[src/rtl/wei_flg_dist_if.sv]
// Flag-stream bundle for the weight-flag distributor.
// master = distributor side; slave = source/PE side.
interface wei_flg_dist_if #(
  parameter int NUM_PE = 16,
  parameter int DW     = 32
);
  logic              s_val;
  logic              s_rdy;
  logic [DW-1:0]     s_dat;
  logic [NUM_PE-1:0] m_val;
  logic [NUM_PE-1:0] m_rdy;
  logic [DW-1:0]     m_dat;

  modport master (
    input  s_val, s_dat, m_rdy,
    output s_rdy, m_val, m_dat
  );

  modport slave (
    output s_val, s_dat, m_rdy,
    input  s_rdy, m_val, m_dat
  );
endinterface

[src/rtl/wei_flg_dist.sv]
// Weight-flag distributor: routes one flag stream to NUM_PE PEs,
// a burst of beats per enabled PE, in ascending index order.
// Ports: clk, rst_n (async, active low); cfg_start/cfg_pe_en/cfg_beats
// job setup; bus (s_* source side, m_* PE side); cur_pe, busy, done.
// Option: define WEI_FLG_DIST_SKID_EN for a 2-entry registered
// skid stage; default is a zero-latency pass-through.
module wei_flg_dist #(
  parameter int NUM_PE       = 16,
  parameter int BEATS_PER_PE = 14,
  parameter int DW           = 32,
  parameter int PE_W         = $clog2(NUM_PE),
  parameter int BEAT_W       = ($clog2(BEATS_PER_PE + 1) < 4) ?
                               4 : $clog2(BEATS_PER_PE + 1)
) (
  input  logic              clk,
  input  logic              rst_n,
  input  logic              cfg_start,
  input  logic [NUM_PE-1:0] cfg_pe_en,
  input  logic [BEAT_W-1:0] cfg_beats,
  wei_flg_dist_if.master    bus,
  output logic [PE_W-1:0]   cur_pe,
  output logic              busy,
  output logic              done
);

  typedef enum logic [1:0] {IDLE, XFER, FIN} st_e;

  localparam logic [BEAT_W-1:0] DEF_BEATS = BEAT_W'(BEATS_PER_PE);

  st_e               state_q;
  logic [PE_W-1:0]   cur_q;
  logic [BEAT_W-1:0] beat_q;
  logic [BEAT_W-1:0] beats_q;
  logic [NUM_PE-1:0] mask_q;
  logic              busy_q;
  logic              done_q;

  logic [PE_W:0]     first_en;
  logic [PE_W:0]     nxt;
  logic              acc;
  logic              last_beat;
  logic              src_end;
  logic              fin_go;

  // Lowest set bit at or above lo; MSB of result flags "found".
  function automatic logic [PE_W:0] first_from(
    input logic [NUM_PE-1:0] m,
    input int                lo
  );
    logic [PE_W:0] r;
    r = '0;
    for (int i = NUM_PE - 1; i >= 0; i--)
      if (i >= lo && m[i]) r = {1'b1, PE_W'(i)};
    return r;
  endfunction

  assign first_en  = first_from(cfg_pe_en, 0);
  assign nxt       = first_from(mask_q, int'(cur_q) + 1);
  assign last_beat = acc & (beat_q == beats_q - 1'b1);
  assign src_end   = last_beat & ~nxt[PE_W];

  assign cur_pe = cur_q;
  assign busy   = busy_q;
  assign done   = done_q;

`ifdef WEI_FLG_DIST_SKID_EN
  logic            s_rdy_q;
  logic            src_fin_q;
  logic            hd_v_q, hd_v_d;
  logic [DW-1:0]   hd_d_q, hd_d_d;
  logic [PE_W-1:0] hd_t_q, hd_t_d;
  logic            tl_v_q, tl_v_d;
  logic [DW-1:0]   tl_d_q, tl_d_d;
  logic [PE_W-1:0] tl_t_q, tl_t_d;
  logic            pop;
  logic            s_rdy_d;

  assign acc    = (state_q == XFER) & bus.s_val & s_rdy_q;
  assign pop    = hd_v_q & bus.m_rdy[hd_t_q];
  // All source beats taken: leave only once the buffer has drained.
  assign fin_go = src_fin_q & ~hd_v_d;

  always_comb begin
    hd_v_d = hd_v_q;
    hd_d_d = hd_d_q;
    hd_t_d = hd_t_q;
    tl_v_d = tl_v_q;
    tl_d_d = tl_d_q;
    tl_t_d = tl_t_q;
    if (pop) begin
      hd_v_d = tl_v_q;
      hd_d_d = tl_d_q;
      hd_t_d = tl_t_q;
      tl_v_d = 1'b0;
    end
    if (acc) begin
      if (hd_v_d) begin
        tl_v_d = 1'b1;
        tl_d_d = bus.s_dat;
        tl_t_d = cur_q;
      end else begin
        hd_v_d = 1'b1;
        hd_d_d = bus.s_dat;
        hd_t_d = cur_q;
      end
    end
  end

  assign s_rdy_d = ~tl_v_d &
    ((state_q == IDLE & cfg_start & first_en[PE_W]) |
     (state_q == XFER & ~src_end & ~src_fin_q));

  always_ff @(posedge clk or negedge rst_n) begin
    if (!rst_n) begin
      hd_v_q  <= 1'b0;
      hd_d_q  <= '0;
      hd_t_q  <= '0;
      tl_v_q  <= 1'b0;
      tl_d_q  <= '0;
      tl_t_q  <= '0;
      s_rdy_q <= 1'b0;
    end else begin
      hd_v_q  <= hd_v_d;
      hd_d_q  <= hd_d_d;
      hd_t_q  <= hd_t_d;
      tl_v_q  <= tl_v_d;
      tl_d_q  <= tl_d_d;
      tl_t_q  <= tl_t_d;
      s_rdy_q <= s_rdy_d;
    end
  end

  always_comb begin
    bus.m_val = '0;
    if (hd_v_q) bus.m_val[hd_t_q] = 1'b1;
  end
  assign bus.m_dat = hd_d_q;
  assign bus.s_rdy = s_rdy_q;
`else
  assign acc    = bus.s_val & bus.s_rdy;
  assign fin_go = src_end;

  always_comb begin
    bus.m_val = '0;
    if (state_q == XFER) bus.m_val[cur_q] = bus.s_val;
  end
  assign bus.s_rdy = (state_q == XFER) & bus.m_rdy[cur_q];
  assign bus.m_dat = bus.s_dat;
`endif

  always_ff @(posedge clk or negedge rst_n) begin
    if (!rst_n) begin
      state_q   <= IDLE;
      cur_q     <= '0;
      beat_q    <= '0;
      beats_q   <= '0;
      mask_q    <= '0;
      busy_q    <= 1'b0;
      done_q    <= 1'b0;
`ifdef WEI_FLG_DIST_SKID_EN
      src_fin_q <= 1'b0;
`endif
    end else begin
      done_q <= 1'b0;
      unique case (state_q)
        IDLE: if (cfg_start) begin
          mask_q  <= cfg_pe_en;
          beats_q <= (cfg_beats != '0) ? cfg_beats : DEF_BEATS;
          cur_q   <= first_en[PE_W-1:0];
          beat_q  <= '0;
          busy_q  <= 1'b1;
`ifdef WEI_FLG_DIST_SKID_EN
          src_fin_q <= 1'b0;
`endif
          if (first_en[PE_W]) begin
            state_q <= XFER;
          end else begin
            state_q <= FIN;
            done_q  <= 1'b1;
          end
        end
        XFER: begin
          if (acc) begin
            if (last_beat) begin
              beat_q <= '0;
              if (nxt[PE_W]) cur_q <= nxt[PE_W-1:0];
            end else begin
              beat_q <= beat_q + 1'b1;
            end
          end
`ifdef WEI_FLG_DIST_SKID_EN
          if (src_end) src_fin_q <= 1'b1;
`endif
          if (fin_go) begin
            state_q <= FIN;
            done_q  <= 1'b1;
          end
        end
        FIN: begin
          state_q <= IDLE;
          busy_q  <= 1'b0;
        end
        default: state_q <= IDLE;
      endcase
    end
  end

endmodule

[src/flat_wrapper.sv]
// flat-port wrapper written by rule: the top's interface ports become plain ports
module wei_flg_dist_flat 
#(
  parameter int NUM_PE       = 16,
  parameter int BEATS_PER_PE = 14,
  parameter int DW           = 32,
  parameter int PE_W         = $clog2(NUM_PE),
  parameter int BEAT_W       = ($clog2(BEATS_PER_PE + 1) < 4) ?
                               4 : $clog2(BEATS_PER_PE + 1)
)
  (clk, rst_n, cfg_start, cfg_pe_en, cfg_beats, cur_pe, busy, done, bus_s_val, bus_s_dat, bus_m_rdy, bus_s_rdy, bus_m_val, bus_m_dat);
  wei_flg_dist_if #(.NUM_PE(NUM_PE), .DW(DW)) bus_i ();
  input  logic clk;
  input  logic rst_n;
  input  logic cfg_start;
  input  logic [NUM_PE-1:0] cfg_pe_en;
  input  logic [BEAT_W-1:0] cfg_beats;
  output logic [PE_W-1:0] cur_pe;
  output logic busy;
  output logic done;
  input wire logic [$bits(bus_i.s_val)-1:0] bus_s_val;
  input wire logic [$bits(bus_i.s_dat)-1:0] bus_s_dat;
  input wire logic [$bits(bus_i.m_rdy)-1:0] bus_m_rdy;
  output wire logic [$bits(bus_i.s_rdy)-1:0] bus_s_rdy;
  output wire logic [$bits(bus_i.m_val)-1:0] bus_m_val;
  output wire logic [$bits(bus_i.m_dat)-1:0] bus_m_dat;
  assign bus_i.s_val = bus_s_val;
  assign bus_i.s_dat = bus_s_dat;
  assign bus_i.m_rdy = bus_m_rdy;
  assign bus_s_rdy = bus_i.s_rdy;
  assign bus_m_val = bus_i.m_val;
  assign bus_m_dat = bus_i.m_dat;
  wei_flg_dist #(.NUM_PE(NUM_PE), .BEATS_PER_PE(BEATS_PER_PE), .DW(DW), .PE_W(PE_W), .BEAT_W(BEAT_W)) u_core (.clk(clk), .rst_n(rst_n), .cfg_start(cfg_start), .cfg_pe_en(cfg_pe_en), .cfg_beats(cfg_beats), .bus(bus_i), .cur_pe(cur_pe), .busy(busy), .done(done));
endmodule
[config.mk]
export PLATFORM = sky130hd
export DESIGN_NAME = wei_flg_dist_flat
export DESIGN_NICKNAME = d
export VERILOG_FILES = /design/src/rtl/wei_flg_dist_if.sv /design/src/rtl/wei_flg_dist.sv /design/src/flat_wrapper.sv
export SDC_FILE = /design/constraint.sdc
export NUM_CORES = 1
export LEC_CHECK = 0
export ABC_AREA = 1
export BUFFER_PORTS_ARGS = -buffer_cell sky130_fd_sc_hd__buf_2
export CAP_MARGIN = 20
export CORE_MARGIN = 4
export CORE_UTILIZATION = 24
export CTS_BUF_LIST = sky130_fd_sc_hd__clkbuf_16
export DETAILED_ROUTE_END_ITERATION = 8
export GPL_TIMING_DRIVEN = 0
export PLACE_DENSITY_LB_ADDON = 0.2
export SLEW_MARGIN = 15
export SYNTH_ARGS = -nofsm -noshare
export SYNTH_HDL_FRONTEND = slang
export SYNTH_SLANG_ARGS = --single-unit
export TNS_END_PERCENT = 100
[constraint.sdc]
create_clock -name clk -period 2.87 [get_ports clk]
set_input_delay 0.1435 -clock clk [delete_from_list [all_inputs] [get_ports clk]]
set_output_delay 0.1435 -clock clk [all_outputs]
set_load 0.02 [all_outputs]
Word-level counts from Yosys, hierarchy flattened
Index checks and enable logic that the tools add are counted.
{"block": "word_totals", "ff_bits": 32, "output_inout_bits": 55, "input_bits": 72}
{"block": "classes", "n_reduce_logical": 26, "eq_ne": 8, "n_lt_le_gt_ge": 18, "bitwise_logic": 6, "n_mux": 57, "add_sub_neg": 3}
{"op": "$ge 5x32->1 const A", "n": 8}
{"op": "$mux 5", "n": 32}
{"op": "$ge 4x32->1 const A", "n": 4}
{"op": "$ge 3x32->1 const A", "n": 2}
{"op": "$ge 1x32->1 const A", "n": 1}
{"op": "$ge 2x32->1 const A", "n": 1}
{"op": "$mux 4", "n": 8}
{"op": "$logic_and 1x1->1", "n": 17}
{"op": "$and 16x16->16", "n": 1}
{"op": "$mux 16", "n": 1}
{"op": "$pmux 4 s2", "n": 2}
{"op": "$ne 2x1->1 const B", "n": 4}
{"op": "$mux 1", "n": 6}
{"op": "$mux 2", "n": 3}
{"op": "$reduce_and 2->1", "n": 3}
{"op": "$add 4x1->5 const B", "n": 1}
{"op": "$lt 4x5->1 const B", "n": 1}
{"op": "$reduce_and 5->1", "n": 1}
{"op": "$add 4x1->4 const B", "n": 1}
{"op": "$and 1x1->1", "n": 4}
{"op": "$bmux 1 s4", "n": 1}
{"op": "$demux 1 s4", "n": 1}
{"op": "$eq 4x4->1", "n": 1}
{"op": "$ge 4x1->1 const B", "n": 1}
{"op": "11 further kinds", "n": 13}

Longest topological paths before layout
{"block": "logic_depth", "depth_word": 23, "depth_mapped": 24, "ltp_nobuf": 23}

Worst setup path after synthesis
No wires, ideal clock.
{"block": "synth_path", "kind": "flip-flop to flip-flop", "start": "register u_core.cur_q[0], in the netlist u_core.cur_pe[0]", "end": "register u_core.cur_q[1], in the netlist u_core.cur_pe[1]", "path_slack_ps": 533, "n_path_buf": 2, "t_arrival_ps": 2212, "stages_incl_launch_ff": 18, "cell_sequence": "dfrtp_1 > buf_6 > inv_1 > buf_4 > ha_1 > inv_1 > nor2_1 > nand3_1 > nand2_2 > nand4_2 > nor3_2 > nand3_1 > nor2_2 > o21ai_2 > nand2_4 > inv_2 > nand2_1 > o21ai_1"}
{"block": "synth_between", "elab_chain_len": 23}
{"item": "start, declared", "line": "wei_flg_dist.sv:31", "source": "logic [PE_W-1:0] cur_q;"}
{"item": "start signal, assigned", "line": "wei_flg_dist.sv:169", "source": "cur_q <= first_en[PE_W-1:0];"}
{"item": "start signal, assigned", "line": "wei_flg_dist.sv:186", "source": "if (nxt[PE_W]) cur_q <= nxt[PE_W-1:0];"}
{"item": "$add 4x1->5", "line": "wei_flg_dist.sv:58", "source": "assign nxt = first_from(mask_q, int'(cur_q) + 1);"}
{"item": "$ge 5x32->1", "line": "wei_flg_dist.sv:53", "source": "if (i >= lo && m[i]) r = {1'b1, PE_W'(i)};"}
{"item": "$logic_and 1x1->1", "line": "wei_flg_dist.sv:53"}
{"item": "$mux 5 (16 in series)", "line": "wei_flg_dist.sv:53"}
{"item": "$mux 4", "line": "wei_flg_dist.sv:186"}
{"item": "$mux 4", "line": "wei_flg_dist.sv:184", "source": "if (last_beat) begin"}
{"item": "$mux 4", "line": "wei_flg_dist.sv:183", "source": "if (acc) begin"}
{"item": "$pmux 4 s2", "line": "wei_flg_dist.sv:165", "source": "unique case (state_q)"}
Parallel ways exist; a longest one is shown, timed or not. The select of a mux whose other input is x is not followed.
A chain may end at the register's enable or synchronous reset.

Worst setup path in the final report
Ends and elaborated chain as after synthesis.

==> key figures <==
Floorplanning
  – Die Height: 111 um
  – Core area: 10300 sq um
  – Starting Density: 24.6%
  – Die W: 111 um
  – Num rows: 37
  – Io pins: 127
  – Die ar.: 12300 sq um

Finish
  – Most common cell after layout, fill and taps aside: nand2_1
  – Fillers: 1144
  – Final net count: 556
  – # diodes: 0
  – Commonest non-fill, non-tap cells in the layout: 107 x nand2_1, 94 x buf_2, 43 x inv_1
  – Final Cell Area: 3340 sq um
  – Layout cell share with drive strength beyond 1: 32.8%
  – Final Non-Filler Cells: 615
  – Area Growth Syn to Fin: 31.3%

Routing
  – DRC violations left: 0
  – Total length of routed wires: 7440 um
  – Vias per inst: 4.27
  – Initial DRT Pass Iterations: 4
  – Post-detailed-route wirelength per cell: 12.1 um
  – Via count: 2623
  – Post-route ant nets: 0
  – Drt initial violations: 133

Clock network
  – Worst skew pair latency: 0.28 ns
  – CTS-repair resized insts: 0
  – H-tree depth: 2
  – CTS tree: built
  – Setup bufs post-CTS: 0
  – Clock Sinks: 32
  – CTS Buf Count: 5
  – CTS root buf: clkbuf_16
  – Clock slew at reported path FFs: 0.06 ns
  – CTS Hold Bufs: 1
  – CTS Buffer Depth: 2

Outcome
  – Outcome: finished, final reports clean

Global routing
  – Global route overflow: 0
  – Vias in the first global route: 2536
  – Largest net degree at the start of global routing: 33
  – Global-route wire length before repair: 12400 um
  – Overall routing resource usage: 12.0%
  – Antenna violations before repair: 0

Synth
  – Mapped Avg Cell Area: 6.76 sq um
  – Synthesized flop and latch total: 32
  – Main combinational cell family by area after synthesis: simple AND/OR/NAND/NOR gates
  – Post-synthesis xor/xnor area fraction: 1.72%
  – Unique masters post-synth: 35
  – Synthesized area: 2540 sq um
  – Cells after synthesis: 376
  – Compound-cell area share of the yosys netlist: 14.3%
  – Simple-gate share of the synthesized area: 31.9%
  – Post-synthesis mux area share: 0%
  – Yosys warnings: 0
  – Register area share after synthesis: 31.5%
  – Syn nets: 454
  – Adder-Cell Fraction of Synth Area: 2.95%

Pwr
  – Worst vdd ir: 262 uV
  – Pwr Density: 921 nW/um^2
  – Leakage power: 1.87 nW

Timing
  – Clk_skew: 0.00620 ns
  – Slew Limit Headroom: 50.4%
  – Final Hold Viols: 0
  – Final setup vio count: 0
  – Setup TNS: 0 ns
  – Transition time of the tightest slew-check pin: 0.744 ns
  – Slew Viols, Final: 0
  – Post-route setup slack: 0.262 ns
  – Max Freq: 383 MHz
  – Shortest period the worst path allows: 2.61 ns
  – Final period utilization: 90.9%
  – RSZ-0062 raised after global routing: no

Min path
  – Hold Crit Class: in -> reg

Setup path
  – Reg2reg path depth: 17
  – Setup CP Type: reg -> reg
  – RR Startpoint: u_core.cur_pe[0]$_DFFE_PN0P_
  – Critical path required time: 3.02 ns
  – Reg-to-Reg End: u_core.cur_pe[1]$_DFFE_PN0P_
  – Crit path DAT: 2.76 ns
  – Worst setup EP type: register
  – Worst Setup SP: u_core.cur_pe[0]$_DFFE_PN0P_
  – CP Capture Point: u_core.cur_pe[1]$_DFFE_PN0P_
  – Crit path max fanout: 11
  – Setup slack, reg-to-reg: 0.26 ns
  – Setup crit start kind: register

Placed design
  – Number of port buffers: 94
  – Placed Instances: 606
  – Placed Area: 3180 sq um
  – DP HPWL: 6090 um
  – Routability Congestion: 0.826
  – Pre-CTS WS: 0.261 ns

Job
  – Total of max-cap violations: 0
==> final cells by class <==
| type | instances | area, sq um | share of cell area, % |
|---|---|---|---|
| clock buffers | 5 | 125 | 3.75 |
| clock inverters | 3 | 20.0 | 0.600 |
| multi-input cells | 260 | 1290 | 38.7 |
| repair buffers | 95 | 480 | 14.4 |
| inverters | 46 | 175 | 5.25 |
| flip-flops and latches | 32 | 801 | 24.0 |
| plain buffers | 38 | 274 | 8.21 |
| well taps | 136 | 170 | 5.10 |
==> how the worst min path moves through the flow <==
stage	startpoint	to	slack (ns)	depth (start not counted)
final	cfg_pe_en[0]	u_core.mask_q[0]$_DFFE_PN0P_	0.09	3
after global routing	cfg_pe_en[0]	u_core.mask_q[0]$_DFFE_PN0P_	0.11	3
after CTS	cfg_pe_en[0]	u_core.mask_q[0]$_DFFE_PN0P_	0.09	3
after detailed placement	rst_n	u_core.busy$_DFFE_PN0P_	0.26	1
after global placement	rst_n	u_core.busy$_DFFE_PN0P_	0.25	1
after floorplan	rst_n	u_core.beat_q[0]$_DFFE_PN0P_	-0.15	0
==> cells in the mapped netlist <==
| cell | count | share of area, % |
|---|---|---|
| a311oi_1 | 1 | 0.34 |
| nor2_4 | 2 | 0.89 |
| nor2_2 | 2 | 0.49 |
| nand2_4 | 2 | 0.89 |
| nand3_2 | 1 | 0.39 |
| nor4_1 | 3 | 0.74 |
| a21oi_1 | 7 | 1.4 |
| buf_4 | 33 | 9.7 |
| inv_1 | 42 | 6.2 |
| nand4_2 | 1 | 0.49 |
| nand4_1 | 3 | 0.74 |
| a31oi_1 | 3 | 0.74 |
| o21ai_2 | 1 | 0.34 |
| nand2_1 | 107 | 16 |
| ha_1 | 6 | 3.0 |
| o22ai_1 | 5 | 1.2 |
| o211ai_2 | 1 | 0.49 |
| a21oi_2 | 2 | 0.69 |
| o31ai_1 | 4 | 1.2 |
| xor2_1 | 3 | 1.0 |
| nor2_1 | 39 | 5.8 |
| o21ai_0 | 33 | 6.5 |
| a21boi_1 | 1 | 0.30 |
| o21ai_1 | 4 | 0.79 |
| nor3_1 | 2 | 0.39 |
| clkinv_2 | 2 | 0.39 |
| buf_6 | 1 | 0.44 |
| o211ai_1 | 1 | 0.30 |
| nand2_2 | 4 | 0.98 |
| nand3_1 | 18 | 3.5 |
| nor3_2 | 2 | 0.79 |
| clkbuf_1 | 4 | 0.59 |
| inv_2 | 2 | 0.30 |
| dfrtp_1 | 32 | 31 |
| xnor2_1 | 2 | 0.69 |
==> stage by stage <==
stage	util [%]	total power, W	hold WS [ns]
after CTS	32.3	0.00310	0.0902
after global routing	32.3	0.00339	0.109
after floorplan	-	0.00210	-0.152
final	32.3	0.00307	0.0898
after detailed placement	30.8	0.00257	0.261
after global placement	30.8	0.00255	0.253
==> routing by layer <==
layer | up-vias | GRT usage, % | part of all wire, %
met5 | - | 0 | 0
met4 | 0 | 3.28 | 1.4
met3 | 8 | 3.11 | 8.5
met2 | 102 | 18.6 | 42
met1 | 1126 | 16.5 | 48
li1 | 1387 | - | -
==> registers in the layout (all words and copies together), names as in the netlist <==
register / flops
u_core.beat_q: 4
u_core.beats_q: 4
u_core.busy: 1
u_core.cur_pe: 4
u_core.done: 1
u_core.mask_q: 16
u_core.state_q: 2
==> where the power goes <==
part	internal (W)	switching, W	total [W]
Clock	0.000319	0.000205	0.000525
Sequential	0.000637	0.000169	0.000806
Combinational	0.000624	0.00112	0.00174
Total	0.00158	0.00149	0.00307
==> cells by family after synthesis <==
group                      Yosys count
and+or+nand+nor                    186
buffers and inverters               84
AOI/OAI and AO/OA                   63
DFF                                 32
adders and majority gates            6
xor gates and xnor gates             5
==> worst max-delay path, stage by stage (launching register included) <==
cell	delay, ns
dfrtp_1	0.43
buf_6	0.17
inv_1	0.06
buf_4	0.18
ha_1	0.19
inv_1	0.07
nor2_1	0.24
nand3_1	0.14
nand2_2	0.10
nand4_2	0.11
nor3_2	0.21
nand3_1	0.11
nor2_2	0.13
o21ai_2	0.08
nand2_4	0.11
inv_2	0.05
nand2_1	0.06
o21ai_1	0.05
Note: power is estimated with default switching activity, not from simulation.
